[src/rtl/register_rename_pkg.sv]
// Shared types and sizing for the rename stage: decoded/renamed instruction
// records, register-id widths and the post-reset free list.
package register_rename_pkg;

    localparam int NUM_ARCH_REG = 8;
    localparam int NUM_PHYS_REG = 32;
    localparam int WORD_SIZE_P  = 16;
    localparam int AR_W         = $clog2(NUM_ARCH_REG);
    localparam int PR_W         = $clog2(NUM_PHYS_REG);

    typedef logic [AR_W-1:0] arch_id_t;
    typedef logic [PR_W-1:0] phys_id_t;

    // Architectural regs start mapped 1:1, so only the pregs above them are free.
    localparam logic [NUM_PHYS_REG-1:0] RESET_FREE_VEC =
        {{(NUM_PHYS_REG-NUM_ARCH_REG){1'b1}}, {NUM_ARCH_REG{1'b0}}};

    typedef struct packed {
        logic [WORD_SIZE_P-1:0] pc;
        logic [5:0]             opcode;
        logic [2:0]             fu;
        arch_id_t               src1;
        arch_id_t               src2;
        arch_id_t               dest;
        logic                   imm;
        logic [WORD_SIZE_P-1:0] source2_imm;
        logic                   w_v;
        logic [3:0]             flags;
        logic                   sb_dest;
        logic                   is_wfs;
    } decoded_instruction_t;

    typedef struct packed {
        logic [WORD_SIZE_P-1:0] pc;
        logic [5:0]             opcode;
        logic [2:0]             fu;
        phys_id_t               source_1;
        logic [WORD_SIZE_P-1:0] source2_imm;
        logic                   imm;
        phys_id_t               dest_id;
        phys_id_t               prev_dest_id;
        logic                   w_v;
        logic [3:0]             flags;
        logic                   sb_dest;
        logic                   is_wfs;
    } renamed_instruction_t;

endpackage

[src/rtl/register_rename_priority_encoder.sv]
// Lowest-index-wins priority encoder; picks the next physical register from
// the free bit-vector.
module priority_encoder #(
    parameter int els_p = 32,
    localparam int W    = $clog2(els_p)
) (
    input  logic [els_p-1:0] requests,
    output logic [W-1:0]     index,
    output logic             found
);

    // Scan from the top so the last hit written is the lowest set bit.
    always_comb begin
        index = '0;
        found = 1'b0;
        for (int i = els_p - 1; i >= 0; i--) begin
            if (requests[i]) begin
                index = W'(i);
                found = 1'b1;
            end
        end
    end

endmodule

[src/rtl/register_rename.sv]
// In-order rename stage: maps architectural operands through a speculative RAT,
// allocates destinations from a free bit-vector and recovers from the retirement RAT.
module register_rename
    import register_rename_pkg::*;
(
    input  logic                 clk_i,
    input  logic                 reset_i,
    input  decoded_instruction_t instruction_i,
    input  logic                 valid_i,
    output logic                 ready_o,
    output renamed_instruction_t instruction_o,
    output logic                 valid_o,
    input  logic                 ready_i,
    input  logic                 commit_v_i,
    input  arch_id_t             commit_arch_i,
    input  phys_id_t             commit_preg_i,
    input  phys_id_t             commit_prev_preg_i,
    input  logic                 flush_i
);

    phys_id_t spec_rat     [NUM_ARCH_REG];
    phys_id_t ret_rat      [NUM_ARCH_REG];
    phys_id_t ret_rat_next [NUM_ARCH_REG];

    logic [NUM_PHYS_REG-1:0] free_vec;
    logic [NUM_PHYS_REG-1:0] free_vec_next;
    logic [NUM_PHYS_REG-1:0] flush_free_vec;

    phys_id_t             alloc_preg;
    logic                 any_free;
    logic                 accept;
    logic                 alloc;
    renamed_instruction_t renamed;

    priority_encoder #(.els_p(NUM_PHYS_REG)) free_pick (
        .requests (free_vec),
        .index    (alloc_preg),
        .found    (any_free)
    );

    // Stalls whenever the free list is empty, even for non-writing instructions.
    assign ready_o = ~reset_i & ~flush_i & (~valid_o | ready_i) & any_free;
    assign accept  = valid_i & ready_o;
    assign alloc   = accept & instruction_i.w_v;

    always_comb begin
        for (int i = 0; i < NUM_ARCH_REG; i++) begin
            ret_rat_next[i] = ret_rat[i];
        end
        if (commit_v_i) begin
            ret_rat_next[commit_arch_i] = commit_preg_i;
        end
    end

    // On recovery, every preg not named by the committed map is free again.
    always_comb begin
        flush_free_vec = '1;
        for (int i = 0; i < NUM_ARCH_REG; i++) begin
            flush_free_vec[ret_rat_next[i]] = 1'b0;
        end
    end

    always_comb begin
        free_vec_next = free_vec;
        if (alloc) begin
            free_vec_next[alloc_preg] = 1'b0;
        end
        if (commit_v_i) begin
            free_vec_next[commit_prev_preg_i] = 1'b1;
        end
    end

    // Operands read the RAT before this edge's write, so src == dest sees the old mapping.
    always_comb begin
        renamed              = '0;
        renamed.pc           = instruction_i.pc;
        renamed.opcode       = instruction_i.opcode;
        renamed.fu           = instruction_i.fu;
        renamed.imm          = instruction_i.imm;
        renamed.w_v          = instruction_i.w_v;
        renamed.flags        = instruction_i.flags;
        renamed.sb_dest      = instruction_i.sb_dest;
        renamed.is_wfs       = instruction_i.is_wfs;
        renamed.source_1     = spec_rat[instruction_i.src1];
        renamed.source2_imm  = instruction_i.imm ? instruction_i.source2_imm
                                                 : WORD_SIZE_P'(spec_rat[instruction_i.src2]);
        renamed.dest_id      = instruction_i.w_v ? alloc_preg : '0;
        renamed.prev_dest_id = spec_rat[instruction_i.dest];
    end

    always_ff @(posedge clk_i) begin
        if (reset_i) begin
            for (int i = 0; i < NUM_ARCH_REG; i++) begin
                spec_rat[i] <= PR_W'(i);
                ret_rat[i]  <= PR_W'(i);
            end
            free_vec <= RESET_FREE_VEC;
        end else if (flush_i) begin
            for (int i = 0; i < NUM_ARCH_REG; i++) begin
                spec_rat[i] <= ret_rat_next[i];
                ret_rat[i]  <= ret_rat_next[i];
            end
            free_vec <= flush_free_vec;
        end else begin
            if (alloc) begin
                spec_rat[instruction_i.dest] <= alloc_preg;
            end
            for (int i = 0; i < NUM_ARCH_REG; i++) begin
                ret_rat[i] <= ret_rat_next[i];
            end
            free_vec <= free_vec_next;
        end
    end

    always_ff @(posedge clk_i) begin
        if (reset_i) begin
            valid_o       <= 1'b0;
            instruction_o <= '0;
        end else if (flush_i) begin
            valid_o <= 1'b0;
        end else if (accept) begin
            instruction_o <= renamed;
            valid_o       <= 1'b1;
        end else if (ready_i) begin
            valid_o <= 1'b0;
        end
    end

    // A retiring preg must still be in use, and an allocation must never hand out a busy one.
    always_ff @(posedge clk_i) begin
        if (!reset_i) begin
            if (commit_v_i) begin
                assert (!free_vec[commit_prev_preg_i]);
            end
            if (alloc) begin
                assert (free_vec[alloc_preg] && !(commit_v_i && commit_prev_preg_i == alloc_preg));
            end
        end
    end

endmodule
[config.mk]
export PLATFORM = sky130hd
export DESIGN_NAME = register_rename
export DESIGN_NICKNAME = d
export VERILOG_FILES = /design/src/rtl/register_rename_pkg.sv /design/src/rtl/register_rename_priority_encoder.sv /design/src/rtl/register_rename.sv
export SDC_FILE = /design/constraint.sdc
export NUM_CORES = 1
export LEC_CHECK = 0
export ABC_AREA = 1
export CORE_ASPECT_RATIO = 1.5
export CORE_UTILIZATION = 55
export CTS_CLUSTER_SIZE = 30
export DETAILED_ROUTE_END_ITERATION = 10
export GPL_TIMING_DRIVEN = 0
export PLACE_DENSITY = 0.81
export SLEW_MARGIN = 25
export SYNTH_ARGS = -nofsm -noshare
export SYNTH_HDL_FRONTEND = slang
export SYNTH_SLANG_ARGS = --single-unit
[constraint.sdc]
create_clock -name clk_i -period 3.5 [get_ports clk_i]
set_input_delay 0.7 -clock clk_i [delete_from_list [all_inputs] [get_ports clk_i]]
set_output_delay 0.7 -clock clk_i [all_outputs]
set_load 0.005 [all_outputs]
==> summary.txt, run 1 <==
Outcome
  – Status: finished, violations left
  – Failing checks: setup timing

Clocking
  – Worst-Skew Late Latency: 0.45 ns
  – CTS tree: built
  – Root buf cell: clkbuf_16
  – Num Clock Sinks: 177
  – Clk buf depth: 2
  – Clk pin slew, worst setup/hold paths: 0.07 ns
  – H-tree Lvls: 4
  – Num CTS Buffers: 17

Hold path
  – Hold_sp: instruction_o[6]
  – Worst Hold End: instruction_o[6]
  – Worst hold path class: reg2reg
  – Hold path depth: 2

Layout
  – Commonest cells after routing, fill and taps aside: nand2_1 (335), inv_1 (167), nor2_1 (155)
  – Share of cells above drive strength 1: 0.0507
  – Most common cell after layout, fill and taps aside: nand2_1
  – Antenna cells: 0
  – Synth-to-Final Area Change: 24.0%
  – Nets: 1780

Detailed routing
  – Post-route ant nets: 0
  – Remaining DRCs: 0
  – DR iter-0 viols: 1363
  – Final wirelength: 41900 µm
  – DR vias/cell: 6.23
  – Avg WL per Cell: 21.3 µm
  – Vias: 12300
  – DR pass1 iterations: 6

Global route
  – All-Layer GR Usage: 0.417
  – Vias in the first global route: 11700
  – Pin count of the biggest net entering global routing: 19
  – First-pass GRT wire length: 62100 µm
  – Total grt overflow: 0
  – Initial antenna violation count: 0

Yosys
  – Async set-reset flop share out of synthesis: 0
  – Top cell type's share of synthesized area: 0.225
  – Post-Syn Area: 10700 µm²
  – FF+latch count, synth: 177
  – Top FF cell, synth: dfxtp_1
  – Largest area contributor in the netlist: edfxtp_1
  – Mapped Cells: 1512
  – Sequential element share of the synthesized area: 0.407
  – Unique masters post-synth: 42
  – YS warnings: 0
  – Avg Cell Area, Syn: 7.06 µm²
  – Top cells by area, synth: edfxtp_1 (23%), dfxtp_1 (18%), nand2_1 (12%), inv_1 (5.9%), a21oi_1 (5.7%)
  – EDFF count, synth: 80

Floorplanning
  – Starting Density: 0.559
  – Die ar.: 20000 µm²
  – Die X: 116 µm
  – # IOs: 143
  – Rows: 62
  – Die Ht: 173 µm
  – Core ar.: 19100 µm²

Critical path
  – Startpoint types: primary input
  – Crit-path cells: clkdlybuf4s50_1, inv_1, nor2_2, nand2_1, nand2_1, o21ai_4, inv_1, nor3_2, a22oi_1, o221ai_1, nor3_1, nor2_1, a21oi_1
  – Crit end category: flip-flop
  – Crit path max-delay cell type: clkdlybuf4s50_1
  – Worst path max stage delay: 0.50 ns
  – Crit Path Class: in2reg
  – R2R setup slack: 0.15 ns
  – Reg2Reg Depth: 12
  – Crit path max fanout: 10
  – CP arrival: 3.97 ns
  – Worst reg2reg startpoint: free_vec[24]
  – Reg-to-Reg End: spec_rat[3][3]
  – Crit path from: commit_v_i
  – WP data required: 3.88 ns

STA
  – Final Hold Vio Count: 0
  – Hold slack: 0.466 ns
  – RSZ-0062 raised after global routing: true
  – Slew HR: 0.406
  – Final Skew: 0.0110 ns
  – Setup violators final: 11
  – Part of the cycle the worst path needs: 1.03
  – Fmax: 279 MHz
  – Final worst slack: -0.0901 ns
  – Minimum clock period: 3.59 ns
  – Slew of the pin with the lowest slew margin: 0.884 ns
  – Max-slew violation count: 0

Power
  – Static Leak: 5.23 nW
  – Peak VDD IR: 0.265 mV
  – PwrDens: 405 nW/µm²

Place
  – Worst slack, placed: -0.735 ns
  – RePlAce Congestion: 1.03
  – PortBufs: 133
  – HPWL Detailed: 31900 µm

Flow run
  – Max-cap violations: 0
-- routing by layer --
layer	share of wire	up-vias	global-route usage	wire (µm)
met5	0	-	0	0
met4	0.10	0	0.376	4250
met3	0.088	260	0.0796	3700
met2	0.48	838	0.714	20100
met1	0.33	5556	0.421	13900
li1	-	5636	-	-
-- how the worst max path moves through the flow --
| stage | to | slack, ns |
|---|---|---|
| after CTS | free_vec[7] | 0.02 |
| after global placement | spec_rat[3][2] | -0.66 |
| after floorplan | spec_rat[5][0] | 0.76 |
| after detailed placement | spec_rat[3][2] | -0.74 |
| after global routing | free_vec[11] | -0.16 |
| final | free_vec[8] | -0.09 |
-- cells in the mapped netlist (3+ instances only) --
| master | n |
|---|---|
| nand2_1 | 336 |
| inv_1 | 167 |
| nor2_1 | 160 |
| a21oi_1 | 122 |
| dfxtp_1 | 97 |
| o21ai_0 | 96 |
| o22ai_1 | 92 |
| edfxtp_1 | 80 |
| nand3_1 | 72 |
| nor3_1 | 55 |
| clkbuf_1 | 53 |
| o221ai_1 | 33 |
| a22oi_1 | 29 |
| o21ai_1 | 22 |
| nand4_1 | 17 |
| a211oi_1 | 10 |
| a21oi_2 | 10 |
| o211ai_1 | 10 |
| o2111ai_1 | 7 |
| buf_1 | 5 |
| mux2i_1 | 5 |
| buf_2 | 4 |
| clkinv_1 | 4 |
| nor4_1 | 4 |
| inv_2 | 3 |
-- area by class of cell --
class                           instances  area, µm²
Tap cell                              256        320
Clock buffer                           21        462
Clock inverter                         11        116
Fill cell                            1615       5860
Buffer                                 64        260
Multi-Input combinational cell       1136       5740
Timing Repair Buffer                  133       1330
Sequential cell                       177       4340
Inverter                              174        653
-- power breakdown --
part	internal (mW)	total, mW	switching (mW)
combinational	0.348	1.13	0.779
clock	0.990	1.90	0.913
sequential	2.27	2.33	0.0592
total	3.61	5.36	1.75
-- cells by family after synthesis --
family | synth area share
AND/OR/NAND/NOR | 0.252
AO/OA/AOI/OAI | 0.251
buffers and inverters | 0.0856
flip-flops | 0.407
multiplexers | 0.00469
other | 0.000352
-- per-stage QoR --
step	setup TNS [ns]	std cells	total power, mW	utilization	cell area, µm²
4_1_cts	0	1972	5.28	0.686	13100
5_1_grt	-1.62	1972	5.51	0.693	13200
3_5_place_dp	-59.28	1940	3.42	0.654	12500
2_1_floorplan	0	1551	2.98	-	10800
6_report	-0.489	1972	5.36	0.693	13200
3_3_place_gp	-50.74	1940	3.41	0.653	12500
-- worst max-delay path: cells and delay by family --
family | cells | cell delay [ns]
AND/OR/NAND/NOR | 6 | 1.55
buffers and inverters | 3 | 0.97
AO/OA/AOI/OAI | 4 | 0.74
-- registers in the layout, summed over array words and instances, names as in the netlist --
| signal | count |
|---|---|
| instruction_o | 64 |
| ret_rat | 40 |
| spec_rat | 40 |
| free_vec | 32 |
| valid_o | 1 |
-- what timing repair did --
action | CTS | global route
pin swaps | 0 | 0
hold endpoints to repair | 0 | 0
gates resized for setup | 18 | 28
setup endpoints to repair | 88 | 60
hold buffers | 0 | 0
setup buffers | 0 | 0
(Power assumes the default switching activity.)
==> inputs of run 2 (changes only) <==
- ABC_CLOCK_PERIOD_IN_PS: default -> 3500
==> results of run 2 <==
No change in the layout: final DEF, timing and power equal those of run 1.
